==> src/rtl/bram_arbiter.sv <==
// Two-client round-robin arbiter/sequencer in front of the 256x32 BRAM access
// controller. Commands are latched at grant and one command is in flight at a time.
module bram_arbiter #(
    parameter int ADDR_W = 8,
    parameter int DATA_W = 32,
    parameter int LEN_W  = 8
) (
    input  logic              clk,
    input  logic              reset,
    input  logic              r0_req,
    input  logic              r0_write,
    input  logic [ADDR_W-1:0] r0_addr,
    input  logic [DATA_W-1:0] r0_wdata,
    input  logic [LEN_W-1:0]  r0_len,
    output logic              r0_gnt,
    output logic              r0_rvalid,
    output logic              r0_done,
    input  logic              r1_req,
    input  logic              r1_write,
    input  logic [ADDR_W-1:0] r1_addr,
    input  logic [DATA_W-1:0] r1_wdata,
    input  logic [LEN_W-1:0]  r1_len,
    output logic              r1_gnt,
    output logic              r1_rvalid,
    output logic              r1_done,
    output logic [DATA_W-1:0] rdata,
    output logic              busy,
    output logic              m_read_or_write,
    output logic              m_trigger_action,
    output logic [ADDR_W-1:0] m_start_address,
    output logic [DATA_W-1:0] m_input_data,
    output logic [LEN_W-1:0]  m_no_of_bytes,
    input  logic              m_output_ready,
    input  logic [DATA_W-1:0] m_output_data,
    input  logic              m_read_complete
);
    typedef enum logic [1:0] {IDLE = 2'd0, ISSUE = 2'd1, READ = 2'd2} state_t;

    state_t            state_reg, state_next;
    logic              last_grant_reg;
    logic              owner_reg;
    logic              cmd_write_reg;
    logic [ADDR_W-1:0] cmd_addr_reg;
    logic [DATA_W-1:0] cmd_wdata_reg;
    logic [LEN_W-1:0]  cmd_len_reg;
    logic [1:0]        done_reg, done_next;
    logic [LEN_W-1:0]  beat_cnt_reg;

    logic [1:0]        req, gnt, rvalid;
    logic              grant_any;
    logic              winner;
    logic              sel_write;
    logic [ADDR_W-1:0] sel_addr;
    logic [DATA_W-1:0] sel_wdata;
    logic [LEN_W-1:0]  sel_len;

    assign req = {r1_req, r0_req};

    // Grant is combinational but must stay low while reset is held.
    assign grant_any = (state_reg == IDLE) && !reset && (req != 2'b00);

    always_comb begin
        winner = req[1];
        if (req == 2'b11) begin
            winner = ~last_grant_reg;
        end
    end

    assign sel_write = winner ? r1_write : r0_write;
    assign sel_addr  = winner ? r1_addr  : r0_addr;
    assign sel_wdata = winner ? r1_wdata : r0_wdata;
    assign sel_len   = winner ? r1_len   : r0_len;

    generate
        for (genvar gi = 0; gi < 2; gi++) begin : g_client
            assign gnt[gi]    = grant_any && (winner == 1'(gi));
            assign rvalid[gi] = (state_reg == READ) && (owner_reg == 1'(gi)) && m_output_ready;
        end
    endgenerate

    always_comb begin
        state_next = state_reg;
        done_next  = 2'b00;
        case (state_reg)
            IDLE: begin
                if (grant_any) begin
                    state_next = ISSUE;
                end
            end
            ISSUE: begin
                if (cmd_write_reg) begin
                    state_next = IDLE;
                    done_next  = owner_reg ? 2'b10 : 2'b01;
                end else begin
                    state_next = READ;
                end
            end
            READ: begin
                if (m_read_complete) begin
                    state_next = IDLE;
                    done_next  = owner_reg ? 2'b10 : 2'b01;
                end
            end
            default: state_next = IDLE;
        endcase
    end

    always_ff @(posedge clk or posedge reset) begin
        if (reset) begin
            state_reg      <= IDLE;
            last_grant_reg <= 1'b1;
            owner_reg      <= 1'b0;
            cmd_write_reg  <= 1'b0;
            cmd_addr_reg   <= '0;
            cmd_wdata_reg  <= '0;
            cmd_len_reg    <= '0;
            done_reg       <= 2'b00;
            beat_cnt_reg   <= '0;
        end else begin
            state_reg <= state_next;
            done_reg  <= done_next;
            if (grant_any) begin
                owner_reg      <= winner;
                last_grant_reg <= winner;
                cmd_write_reg  <= sel_write;
                cmd_addr_reg   <= sel_addr;
                cmd_wdata_reg  <= sel_wdata;
                cmd_len_reg    <= (sel_len == '0) ? LEN_W'(1) : sel_len;
                beat_cnt_reg   <= '0;
            end else if (state_reg == READ && m_output_ready) begin
                beat_cnt_reg <= beat_cnt_reg + LEN_W'(1);
            end
        end
    end

    assign r0_gnt    = gnt[0];
    assign r1_gnt    = gnt[1];
    assign r0_rvalid = rvalid[0];
    assign r1_rvalid = rvalid[1];
    assign r0_done   = done_reg[0];
    assign r1_done   = done_reg[1];
    assign rdata     = m_output_data;
    assign busy      = (state_reg != IDLE);

    // Direction is forced low in IDLE so the cleared command register reads as 0.
    assign m_trigger_action = (state_reg == ISSUE);
    assign m_read_or_write  = busy && !cmd_write_reg;
    assign m_start_address  = cmd_addr_reg;
    assign m_input_data     = cmd_wdata_reg;
    assign m_no_of_bytes    = cmd_len_reg;

    assert property (@(posedge clk) disable iff (reset) !(gnt[0] && gnt[1]));

    // The final beat arrives with m_read_complete, so one beat is still uncounted.
    assert property (@(posedge clk) disable iff (reset)
        (state_reg == READ && m_read_complete) |-> (beat_cnt_reg + LEN_W'(1) == cmd_len_reg));
endmodule

==> config.mk <==
export PLATFORM = sky130hd
export DESIGN_NAME = bram_arbiter
export DESIGN_NICKNAME = d
export VERILOG_FILES = /design/src/rtl/bram_arbiter.sv
export SDC_FILE = /design/constraint.sdc
export NUM_CORES = 1
export LEC_CHECK = 0
export CAP_MARGIN = 20
export CORE_AREA = 5 5 98 100
export DETAILED_ROUTE_END_ITERATION = 10
export DIE_AREA = 0 0 103 105
export PLACE_DENSITY = 0.82
export SYNTH_ARGS = -nofsm -noshare
export SYNTH_HDL_FRONTEND = slang
export SYNTH_SLANG_ARGS = --single-unit
==> constraint.sdc <==
create_clock -name clk -period 1.8 [get_ports clk]
set_input_delay 0.27 -clock clk [delete_from_list [all_inputs] [get_ports clk]]
set_output_delay 0.27 -clock clk [all_outputs]
set_load 0.01 [all_outputs]
# After elaboration in Yosys (flattened, before gate mapping)
# Cells that the tools add are included.
# Widths: inputs -> output; s select.
[word_totals]
out_inout_bits = 89
wordCells = 46
input_bits = 136
reg_bits = 55
[op_classes]
reduce_logical = 16
bitwise_logic = 3
n_mux = 14
n_eq_ne = 5
[op_table]
columns = ["cell", "count"]
rows = [
  ["$mux 32", 1],
  ["$mux 8", 3],
  ["$mux 2", 6],
  ["$logic_and 1x1->1", 9],
  ["$logic_not 8->1", 1],
  ["$pmux 2 s3", 1],
  ["$eq 2x2->1 const B", 2],
  ["$ne 2x2->1 const B", 2],
  ["$pmux 2 s2", 1],
  ["$reduce_bool 2->1", 2],
  ["$not 1->1", 3],
  ["$eq 2x1->1 const B", 1],
  ["$logic_not 1->1", 2],
  ["$logic_not 2->1", 1],
  ["$mux 1", 2],
  ["$reduce_and 2->1", 1],
]

# Depth between registers and ports, before layout
[depth]
word_depth = 5
mapped_depth = 8
ltp_nobuf = 6

# Worst setup path before layout
# OpenSTA, ideal clock, no wires.
[synth_path]
path_type = "register -> register"
startpoint = "reg state_reg[0]"
endpoint = "reg cmd_addr_reg[2], in the netlist m_start_address[2]"
arrival_ns = 1.417
path_stages_with_launch = 9
required_time_ns = 1.664
period_less_slack_ns = 1.554
path_buffers = 2
setup_slack_ns = 0.246
setup_ns = 0.136
path_cell_list = "dfrtp_1 inv_1 ha_1 nor2b_1 o21ai_1 buf_2 buf_2 nand2_1 o21ai_0"
[synth_via]
elab_chain_len = 3
[synth_rtl]
columns = ["item", "line", "rtl"]
rows = [
  ["start, declared", "39", "state_t state_reg, state_next;"],
  ["start signal, assigned", "120", "state_reg <= state_next;"],
  ["$logic_not 2->1", "60", "assign grant_any = (state_reg == IDLE) && !reset && (req != 2'b00);"],
  ["$logic_and 1x1->1 (2 in series)", "60", ""],
  ["end signal, assigned", "126", "cmd_addr_reg <= sel_addr;"],
  ["end, declared", "43", "logic [ADDR_W-1:0] cmd_addr_reg;"],
]
# No other way between the ends.
# A chain may end at the register's enable or synchronous reset.

# Worst setup path in the final report
[layout_path]
startpoint = "reg state_reg[1]"
endpoint = "out r0_gnt"
[layout_via]
elab_chain_len = 4
[layout_rtl]
columns = ["item", "line", "rtl"]
rows = [
  ["$logic_not 2->1", "60", ""],
  ["$logic_and 1x1->1 (2 in series)", "60", ""],
  ["$logic_and 1x1->1", "76", "assign gnt[gi] = grant_any && (winner == 1'(gi));"],
  ["end, declared", "15", "output logic r0_gnt,"],
]
# No other way between the ends.

==> run_results.csv <==
group,metric,value,unit
outcome,run_status,"finished clean",
grt,grt_pass1_wl,13000,um
floorplan,die_x,103,um
setup_path,critPathRequiredTime,1.53,ns
finish,final_cell_area,4640,um2
power,p_leak,2.07,nW
timing,rsz0062_at_grt,"true",
power,switching_share,0.333,
finish,multi_input_area,1170,um2
finish,largest_reg_flops,32,
grt,grt_max_degree,56,
power,p_per_area,1320,nW/um2
finish,drive_gt1_frac,0.103,
cts,cts_hold_buf,0,
synth,netlist_top_cells_area,"dfrtp_1, mux2i_1, buf_4, nand2_1, o21ai_0",
finish,area_growth_syn_to_layout,62.3,%
finish,antennaDiodeCount,0,
timing,slew_violations,0,
power,power_frac_clock,0.158,
synth,yosys.area.top_type,"dfrtp_1",
power,power.internal,0.00409,W
cts,cts_tree,"built",
setup_path,cp-end-kind,"output port",
timing,setup_viol,0,
cts,cts-root-buf,"clkbuf_8",
cts,htree_levels,2,
synth,synth-seq-cells,55,
timing,fin_tns_setup,0,ns
finish,num-nets-final,566,
setup_path,reg2reg_slack,0.12,ns
setup_path,arrival,1.48,ns
floorplan,start_util,0.333,
grt,overflow,0,
floorplan,core_area,8590,um2
drt,viasPerCell,4.63,
synth,synth_top_area_frac,0.473,
placement,gp_congestion,0.830,
cts,worstSkewPairLatency,0.30,ns
power,combPwrFrac,0.496,
setup_path,ff2ff_path_depth,7,
cts,clkSinkCount,55,
synth,netlist_area,2860,um2
setup_path,rr_endpoint,"state_reg[0]",
setup_path,crit_path_start,"state_reg[1]",
timing,whs,0.439,ns
floorplan,io_pins,225,
floorplan,rows,34,
timing,hold_viol,0,
grt,met2_usage,0.260,
cts,clk_pin_slew,0.10,ns
grt,grt_util_met3,0.0413,
finish,register_area,1380,um2
grt,antenna_found_initial,0,
grt,gr-usage-all-layers,0.151,
setup_path,critPathBufInv,3,
synth,yosysSeqAreaShare,0.482,
setup_path,crit_chain,"inv_2 -> ha_4 -> nor2b_4 -> buf_4 -> and3_4 -> buf_6",
drt,drt_iter0_drc,59,
drt,post-route-drc-count,0,
finish,utilization,0.540,
timing,slew_headroom,0.753,
setup_path,critPathKind,"register to output port",
drt,firstDrtPassIters,4,
power,peakVddDrop,706,uV
cts,cts_made_buffers,5,
cts,clockBufferDepth,2,
timing,fin_skew,0.00546,ns
setup_path,r2r-start,"state_reg[1]",
placement,post-dp-hpwl,6700,um
drt,wl,8300,um
grt,busiest_layer,"met2",
floorplan,dieArea,10800,um2
placement,dpl-instance-area,4470,um2
synth,synth_area_per_cell,9.99,um2
grt,grt_pass1_vias,2610,
floorplan,fp.dieH,105,um
timing,tightest_slew,0.367,ns
finish,fillers,764,
worst_hold_path,hp-class,"primary input to asynchronous set/reset pin",
placement,io_buffers,160,
timing,worst_slack,0.0477,ns
setup_path,cpPeakStageDelay,0.41,ns
timing,fin_crit_sh,0.973,
synth,synth_cell_type_count,27,
timing,clock.fmax,571,MHz
setup_path,startpoint_type,"register",
synth,synth_cells,286,
power,p_sw,0.00204,W
drt,wl_per_cell,15.5,um
drt,ant_nets,0,
setup_path,crit_family,"flip-flops",
timing,period_minus_slack,1.75,ns
drt,vias,2479,
grt,use_met1,0.179,
job,cap_violations,0,
synth,ys_warn_count,0,
synth,syn_nets,426,
setup_path,critPathMaxFanout,3,
placement,place_ws,-0.224,ns
setup_path,crit_slowest_cell,"dfrtp_1",
power,p_seq_frac,0.346,
[power groups by stage]
stage	sequential (W)	clock [W]	combinational (W)
final	0.00212	0.000968	0.00304
after global routing	0.00221	0.00105	0.00332
after CTS	0.00213	0.000999	0.00302
after detailed placement	0.00215	0	0.00303
after global placement	0.00212	0	0.00296
after floorplan	0.00235	0	0.00108
[through the flow]
stage	std cells	total power [W]
after floorplan	286	0.00342
after global placement	525	0.00508
after detailed placement	525	0.00518
after CTS	533	0.00615
after global routing	535	0.00658
final	535	0.00613
[logic make-up after synthesis]
logic type      Yosys count  synth area share
compound gates           57             0.107
fa+ha+maj                 4            0.0175
buf+inv                  54             0.124
flops                    55             0.482
mux                      50             0.176
simple gates             66            0.0937
[final cells by class]
| type | instances | area share |
|---|---|---|
| Clock buffer | 5 | 0.0148 |
| Multi-Input combinational cell | 177 | 0.253 |
| Tap cell | 108 | 0.0291 |
| Timing Repair Buffer | 180 | 0.386 |
| Clock inverter | 3 | 0.0146 |
| Inverter | 7 | 0.00566 |
| Sequential cell | 55 | 0.297 |
[metal layers]
| layer | up-vias | part of all wire |
|---|---|---|
| met2 | 101 | 0.52 |
| li1 | 1207 | - |
| met3 | 28 | 0.069 |
| met1 | 1143 | 0.39 |
| met4 | 0 | 0.022 |
| met5 | - | 0 |
[tightest hold or removal path, delay by kind of cell]
family / cells / cell delay [ns]
buffers and inverters: 3 / 0.86
[Yosys cell counts]
master,count
nor4_1,2
buf_2,4
or4_1,1
mux2i_1,49
nor2b_1,1
o21a_1,1
buf_4,35
dfstp_2,1
o21ai_1,11
nor2_1,5
and3_1,1
o31a_1,1
clkbuf_1,6
a21boi_2,1
ha_1,4
inv_1,7
mux2_2,1
o21ai_0,39
nand2_1,53
buf_6,2
a2bb2oi_1,1
nand2b_1,2
o22ai_1,1
dfrtp_1,54
nor3_1,1
a21oi_1,1
a22o_1,1
[worst max path at each step]
stage,end,cells after the start,slack (ns)
2_1_floorplan,cmd_write_reg,1,0.19
3_3_place_gp,r1_gnt,6,-0.18
3_5_place_dp,r0_gnt,5,-0.22
4_1_cts,r1_gnt,7,-0.15
5_1_grt,r1_gnt,7,-0.03
6_report,r0_gnt,6,0.05
[cells in the final DEF, fill, tap and decap left out, types with 2 or more instances in the layout]
cell	instances
buf_4	16
mux2i_1	49
clkdlybuf4s50_1	153
nand2_1	52
nor4_1	2
clkbuf_2	2
buf_12	4
bufinv_16	2
nor2_1	5
ha_1	3
dlygate4sd2_1	3
clkbuf_8	5
inv_1	3
dfrtp_1	54
inv_2	4
o21ai_0	39
o21ai_1	10
buf_6	2
nand2b_1	2
[timing repair]
item                       CTS  global route
setup buffers                0             2
gates resized for setup     15            14
pin swaps                    0             1
setup endpoints to repair    7             4
No activity file was read; power rests on OpenSTA's default activity.
